$ cat src/rtl/loader_pkg.sv
// Shared definitions for the serial program loader: FSM state encoding and
// the default frame header byte.
package loader_pkg;

  typedef enum logic [2:0] {
    ST_IDLE  = 3'd0,
    ST_LEN0  = 3'd1,
    ST_LEN1  = 3'd2,
    ST_DATA  = 3'd3,
    ST_WRITE = 3'd4,
    ST_CSUM  = 3'd5,
    ST_DONE  = 3'd6,
    ST_ERR   = 3'd7
  } state_e;

  localparam logic [7:0] SYNC_BYTE_DEFAULT = 8'hA5;

endpackage

$ cat src/rtl/program_loader.sv
// Program loader: receives a framed byte stream
// (sync, count lo, count hi, count x 4 data bytes, xor checksum),
// writes each assembled little-endian word into instruction memory through the
// debug port, and holds the CPU until a frame completes with a good checksum.
//
// Handshake: a byte transfers on a rising clk edge only when in_valid and
// in_ready are both 1; in_ready drops only during the single WRITE cycle, and
// in_valid=0 simply stalls the loader with every register held.
module program_loader
  import loader_pkg::*;
#(
  parameter int unsigned MEM_WORDS = 1024,
  parameter logic [7:0]  SYNC_BYTE = SYNC_BYTE_DEFAULT
) (
  input  logic        clk,
  input  logic        reset,
  input  logic [7:0]  in_data,
  input  logic        in_valid,
  output logic        in_ready,
  output logic        debug_en,
  output logic [31:0] debug_addr,
  output logic [31:0] debug_data_in,
  output logic        debug_write_en,
  output logic        cpu_hold,
  output logic        load_done,
  output logic        load_error
);

  localparam logic [16:0] MAX_COUNT = 17'(MEM_WORDS);

  state_e      state_q, state_d;
  logic [15:0] count_q, count_d;
  logic [15:0] word_idx_q, word_idx_d;
  logic [1:0]  byte_idx_q, byte_idx_d;
  logic [31:0] word_q, word_d;
  logic [7:0]  csum_q, csum_d;
  logic        cpu_hold_q, cpu_hold_d;
  logic        load_done_q, load_done_d;
  logic        load_error_q, load_error_d;

  logic        accept;
  logic [15:0] count_full;

  // A byte is consumed only when offered and the loader is not writing.
  assign accept = in_valid && (state_q != ST_WRITE);

  // State register plus the frame datapath registers.
  always_ff @(posedge clk) begin
    if (!reset) begin
      state_q      <= ST_IDLE;
      count_q      <= '0;
      word_idx_q   <= '0;
      byte_idx_q   <= '0;
      word_q       <= '0;
      csum_q       <= '0;
      cpu_hold_q   <= 1'b1;
      load_done_q  <= 1'b0;
      load_error_q <= 1'b0;
    end else begin
      state_q      <= state_d;
      count_q      <= count_d;
      word_idx_q   <= word_idx_d;
      byte_idx_q   <= byte_idx_d;
      word_q       <= word_d;
      csum_q       <= csum_d;
      cpu_hold_q   <= cpu_hold_d;
      load_done_q  <= load_done_d;
      load_error_q <= load_error_d;
    end
  end

  // Next-state logic: frame parsing, word assembly and running checksum.
  always_comb begin
    state_d      = state_q;
    count_d      = count_q;
    word_idx_d   = word_idx_q;
    byte_idx_d   = byte_idx_q;
    word_d       = word_q;
    csum_d       = csum_q;
    cpu_hold_d   = cpu_hold_q;
    load_done_d  = load_done_q;
    load_error_d = load_error_q;
    count_full   = {in_data, count_q[7:0]};

    case (state_q)
      ST_IDLE, ST_DONE, ST_ERR: begin
        // Non-sync bytes are silently dropped while waiting for a frame.
        if (accept && (in_data == SYNC_BYTE)) begin
          state_d      = ST_LEN0;
          count_d      = '0;
          word_idx_d   = '0;
          byte_idx_d   = '0;
          word_d       = '0;
          csum_d       = '0;
          cpu_hold_d   = 1'b1;
          load_done_d  = 1'b0;
          load_error_d = 1'b0;
        end
      end
      ST_LEN0: begin
        if (accept) begin
          count_d[7:0] = in_data;
          csum_d       = csum_q ^ in_data;
          state_d      = ST_LEN1;
        end
      end
      ST_LEN1: begin
        if (accept) begin
          count_d = count_full;
          csum_d  = csum_q ^ in_data;
          // Oversized frames are rejected before any word reaches memory.
          if ({1'b0, count_full} > MAX_COUNT) begin
            state_d      = ST_ERR;
            load_error_d = 1'b1;
          end else if (count_full == 16'd0) begin
            state_d = ST_CSUM;
          end else begin
            state_d = ST_DATA;
          end
        end
      end
      ST_DATA: begin
        if (accept) begin
          case (byte_idx_q)
            2'd0:    word_d[7:0]   = in_data;
            2'd1:    word_d[15:8]  = in_data;
            2'd2:    word_d[23:16] = in_data;
            default: word_d[31:24] = in_data;
          endcase
          csum_d     = csum_q ^ in_data;
          byte_idx_d = byte_idx_q + 2'd1;
          if (byte_idx_q == 2'd3) begin
            state_d = ST_WRITE;
          end
        end
      end
      ST_WRITE: begin
        word_idx_d = word_idx_q + 16'd1;
        state_d    = ((word_idx_q + 16'd1) == count_q) ? ST_CSUM : ST_DATA;
      end
      ST_CSUM: begin
        if (accept) begin
          if (in_data == csum_q) begin
            state_d     = ST_DONE;
            load_done_d = 1'b1;
            cpu_hold_d  = 1'b0;
          end else begin
            state_d      = ST_ERR;
            load_error_d = 1'b1;
          end
        end
      end
      default: state_d = ST_IDLE;
    endcase
  end

  // Output decode; a low reset forces reset values immediately so a pending
  // write strobe never escapes in the reset cycle.
  always_comb begin
    in_ready       = 1'b1;
    debug_en       = 1'b0;
    debug_write_en = 1'b0;
    debug_addr     = '0;
    debug_data_in  = '0;
    cpu_hold       = 1'b1;
    load_done      = 1'b0;
    load_error     = 1'b0;
    if (reset) begin
      cpu_hold   = cpu_hold_q;
      load_done  = load_done_q;
      load_error = load_error_q;
      in_ready   = (state_q != ST_WRITE);
      case (state_q)
        ST_LEN0, ST_LEN1, ST_DATA, ST_WRITE, ST_CSUM: debug_en = 1'b1;
        // Enable rises in the very cycle the header byte is accepted.
        default: debug_en = in_valid && (in_data == SYNC_BYTE);
      endcase
      if (state_q == ST_WRITE) begin
        debug_write_en = 1'b1;
        debug_addr     = {16'd0, word_idx_q};
        debug_data_in  = word_q;
      end
    end
  end

endmodule
$ cat config.mk
export PLATFORM = sky130hd
export DESIGN_NAME = program_loader
export DESIGN_NICKNAME = d
export VERILOG_FILES = /design/src/rtl/loader_pkg.sv /design/src/rtl/program_loader.sv
export SDC_FILE = /design/constraint.sdc
export NUM_CORES = 1
export LEC_CHECK = 0
export CORE_ASPECT_RATIO = 1.1
export CORE_MARGIN = 4
export CORE_UTILIZATION = 59
export DETAILED_ROUTE_END_ITERATION = 12
export PLACE_DENSITY = 0.92
export SETUP_SLACK_MARGIN = 0.1
export SYNTH_ARGS = -nofsm -noshare
export SYNTH_HDL_FRONTEND = slang
export SYNTH_SLANG_ARGS = --single-unit
$ cat constraint.sdc
create_clock -name clk -period 4.85 [get_ports clk]
set_input_delay 0.485 -clock clk [delete_from_list [all_inputs] [get_ports clk]]
set_output_delay 0.485 -clock clk [all_outputs]
set_load 0.02 [all_outputs]
Yosys cells after proc, flatten, opt, wreduce, memory -nomap -nowiden
Index checks and enable logic that the tools add are counted.

word-level totals
  register bits after elaboration = 80
  input bits = 11

cells by class
  reductions and logical operators = 29
  bitwise logic cells = 2
  equality and inequality tests = 28
  mux-type cells = 55
  add/subtract/negate cells = 2
  $lt $le $gt $ge = 1

operators with widths
  cell                     count
  $mux W32                 4
  $mux W16                 4
  $pmux W32 S2             1
  $mux W8                  7
  $pmux W16 S2             1
  $pmux W8 S2              2
  $mux W3                  9
  $pmux W8 S3              1
  $reduce_and A4 Y1        6
  $ne A2 B2 Y1 const B     10
  $mux W1                  19
  $pmux W3 S6              1
  $add A16 B1 Y16 const B  1
  $eq A16 B16 Y1           1
  $gt A16 B11 Y1 const B   1
  $logic_not A16 Y1        1
  $eq A3 B3 Y1 const B     4
  $reduce_and A6 Y1        2
  $reduce_bool A2 Y1       6
  $reduce_and A3 Y1        3
  $reduce_or A3 Y1         3
  $eq A8 B8 Y1             1
  $eq A8 B8 Y1 const B     1
  $ne A2 B1 Y1 const B     4
  other kinds (18)         24

Longest topological paths before layout
  word-level depth = 5
  mapped depth = 9
  mapped depth without buffers = 7

Worst setup path before layout
Ideal clock, no wire load.

  path kind = reg2out
  from = register state_q[0]
  to = output port debug_addr[0]
  slack = 2.512 ns
  arrival time = 1.853 ns
  cell stages (with the launch flop) = 10
  required time = 4.365 ns
  cell sequence = dfxtp_1 buf_2 nor2_1 and2_1 buf_2 nand2_1 inv_1 clkbuf_1 clkbuf_1 and2_1

on the way
  longest elaborated chain between the ends = 3

ends and longest elaborated chain
  element                   RTL line               RTL
  start: declaration        program_loader.sv:31   state_e state_q, state_d;
  start signal: assignment  program_loader.sv:60   state_q <= state_d;
  $eq A3 B3 Y1              program_loader.sv:178  if (state_q == ST_WRITE) begin
  $mux W16                  program_loader.sv:178
  $mux W16                  program_loader.sv:168  if (reset) begin
  end: declaration          program_loader.sv:21   output logic [31:0] debug_addr,

Every way passes these cells.

Worst setup path in the final report
  from = register state_q[1]
  to = output port debug_data_in[3]

on the way
  longest elaborated chain between the ends = 3

ends and longest elaborated chain
  element           RTL line               RTL
  $eq A3 B3 Y1      program_loader.sv:178
  $mux W32          program_loader.sv:178
  $mux W32          program_loader.sv:168
  end: declaration  program_loader.sv:22   output logic [31:0] debug_data_in,

Every way passes these cells.

==> run_results.csv <==
group,metric,value,unit
detailed_routing,final_antenna_net_count,0,
yosys,ys_seq_elements,80,
power,pwr-share-comb,18.1,%
power,total_leakage_power,0.00197,uW
timing,relSlewSlack,27.4,%
global_route,overflow,0,
floorplan,dieArea,10100,sq um
detailed_routing,wirelength,12.6,mm
yosys,avgSynthCellArea,8.29,sq um
cells_and_area,fill_cells,667,
floorplan,start_util,60.5,%
cells_and_area,seqCellArea,1600,sq um
yosys,synthArstFlopShare,0,%
yosys,seq_area_frac_synth,31.7,%
clocking,cts.repair.resized,0,
clocking,clock-sinks,80,
cells_and_area,area_growth,14.4,%
timing,fin_crit_sh,78.8,%
flow_run,drv_cap,0,
floorplan,io_pins,81,
power,switching_share,29.4,%
timing,worst_slew_pin_slew,1090,ps
clocking,clk_path_buf_depth,2,
global_route,grt_use_total,25.4,%
timing,finalHoldViolCount,0,
power,ir_drop,0.190,mV
yosys,yosysTopAreaCell,"dfxtp_1",
global_route,grt_pass1_wl,20.4,mm
detailed_routing,route.met2.wl,6.21,mm
global_route,grt_max_degree,85,
clocking,clk_root_buffer_cell,"clkbuf_8",
yosys,syn_inst,610,
floorplan,rows,35,
placement,place.gp.congestion,0.958,
detailed_routing,routedWlPerCell,16.7,um
detailed_routing,dr.pass1.iters,5,
detailed_routing,vias,4422,
power,power.density,281,nW/um^2
timing,finalMaxSlewViolations,0,
power,p_sw,478,uW
clocking,path_clk_slew,80,ps
timing,setup_viol,0,
detailed_routing,wl_met3,745,um
yosys,synth_cell_type_count,60,
cells_and_area,nets,653,
clocking,post-cts-setup-buffers,0,
hold_path,hold_path.class,"register to register",
yosys,yosys_most_used_dff,"dfxtp_1",
detailed_routing,dr.max_layer_used,"met4",
timing,rsz0062_at_grt,"false",
clocking,h-tree-depth,3,
timing,fmax,0.262,GHz
cells_and_area,n_antenna_cell,0,
power,clkPwrFrac,37.1,%
global_route,antenna_found_initial,0,
worst_setup_path,critical_path_peak_fanout,48,
placement,numPortBuffers,64,
yosys,yosys_warnings,0,
detailed_routing,drt-vias-per-instance,5.88,
yosys,syn_area,5060,sq um
detailed_routing,wl_met1,5.20,mm
placement,dp_cells,736,
floorplan,core_area,8360,sq um
clocking,clock_latency,370,ps
cells_and_area,fin_cells,752,
placement,dp_hpwl,8.78,mm
timing,fin_crit,3820,ps
power,p_int,1150,uW
power,power_frac_seq,44.8,%
outcome,status,"finished, final reports clean",
floorplan,die_h,105,um
clocking,cts_buffers,9,
floorplan,die_x,96.3,um
detailed_routing,drtIter0Drc,358,
worst_setup_path,critical_path_class,"register to output port",
cells_and_area,drive_gt1_share,4.68,%
yosys,synth-edff-count,0,
worst_setup_path,required,4370,ps
detailed_routing,route.detailed.drc,0,
worst_setup_path,start_kind,"register",
yosys,netlist.area_leader.share,31.7,%
worst_setup_path,worstSetupEndpointType,"output port",
worst_setup_path,worstPathArrival,3340,ps
clocking,cts_tree,"done",
cells_and_area,multi_input_area,3120,sq um
timing,fin_setup_tns,0,ps
global_route,grt_pass1_vias,4251,
yosys,synthTopCellsByArea,"dfxtp_1 (32%), mux2i_1 (8.7%), and2_1 (7.3%), nor2b_1 (6.2%), nand2_1 (3.7%)",
clocking,ctsHoldBuffers,0,
timing,finClkSkew,17.1,ps
==> Yosys cell counts, types with 2 or more instances <==
cell type / count
dfxtp_1: 80
and2_1: 59
nand2_1: 50
nor2b_1: 50
mux2i_1: 44
nor2_1: 28
clkbuf_1: 26
a21boi_0: 24
nand3_1: 22
buf_4: 21
o21ai_0: 20
xnor2_1: 19
buf_2: 13
nor3_1: 13
a22oi_1: 12
a31oi_1: 11
nand3b_1: 10
inv_1: 8
a21oi_1: 7
nand4_1: 7
o21a_1: 7
ha_1: 6
nor4_1: 6
and4_1: 5
o211ai_1: 5
xor2_1: 5
a211oi_1: 4
a21boi_1: 3
and3_1: 3
a2111oi_0: 2
a2bb2oi_1: 2
buf_1: 2
buf_6: 2
clkbuf_2: 2
nand2b_1: 2
nand3_2: 2
nor4_4: 2
o31ai_1: 2
or3_1: 2
or4_1: 2
==> power groups by stage <==
stage / clock [uW] / combinational (uW) / sequential [uW]
final: 603 / 294 / 728
after global placement: 0 / 286 / 738
after detailed placement: 0 / 291 / 742
after CTS: 610 / 292 / 726
after global routing: 635 / 326 / 732
after floorplan: 0 / 256 / 723
==> cell usage in the layout, fill, tap and decap left out, drive strengths merged, types with 6 or more instances in the layout <==
cell	instances
dfxtp	80
clkdlybuf4s50	63
and2	60
nand2	51
nor2b	50
mux2i	44
nor2	28
a21boi	27
nand3	25
o21ai	20
xnor2	19
conb	16
nor3	14
a22oi	12
a31oi	11
nand3b	10
clkbuf	10
inv	10
nand4	8
nor4	8
o21a	7
a21oi	7
ha	6
==> metal layers <==
layer  GRT usage, %  up-vias
met2           41.4      162
met5              0        -
li1               -     2125
met3           6.12       34
met4           11.4        0
met1           31.2     2101
==> final cells by class <==
type / count / area share [%]
clock buffers: 10 / 2.20
multi-input cells: 471 / 54.0
clock inverters: 6 / 1.99
well taps: 111 / 2.40
flip-flops and latches: 80 / 27.7
repair buffers: 66 / 11.2
inverters: 8 / 0.519
==> cell families after synthesis <==
| logic type | share of synthesized area [%] |
|---|---|
| fa+ha+maj | 1.48 |
| xor+xnor | 4.15 |
| simple gates | 31.0 |
| other cells | 0.0741 |
| buf+inv | 7.72 |
| compound gates | 15.2 |
| mux | 8.70 |
| flops | 31.7 |
==> path summary, 6_finish.rpt <==
check                 from          endpoint  slack [ps]  cells after the start
max             state_q[1]  debug_data_in[3]        1030                      6
min             cpu_hold_q        cpu_hold_q         480                      2
max reg2reg  word_idx_q[0]        state_q[1]        2070                      7
min reg2reg     cpu_hold_q        cpu_hold_q         480                      2
==> critical path, cell delays in order (launching register included) <==
cell and delay [ps]:
dfxtp_1 460, nor2_1 230, and2_1 390, nand2_1 180, inv_1 820, and2_1 250
clkdlybuf4s50_1 620
==> per-stage QoR <==
stage	instance area [sq um]	power, uW	utilization, %	hold slack [ps]	setup slack [ps]
after floorplan	5120	979	-	432	2510
after global placement	5550	1020	66.3	447	1550
after detailed placement	5550	1030	66.3	459	1410
after CTS	5790	1630	69.2	483	996
after global routing	5790	1690	69.2	513	709
final	5790	1620	69.2	476	1030
==> registers in the layout, summed over array words and instances, names as in the netlist <==
signal and flops:
count_q 16, csum_q 8, load_done_q 1, state_q 3, load_error_q 1, byte_idx_q 2, word_idx_q 16, cpu_hold_q 1
word_q 32
Note: power is estimated with default switching activity, not from simulation.
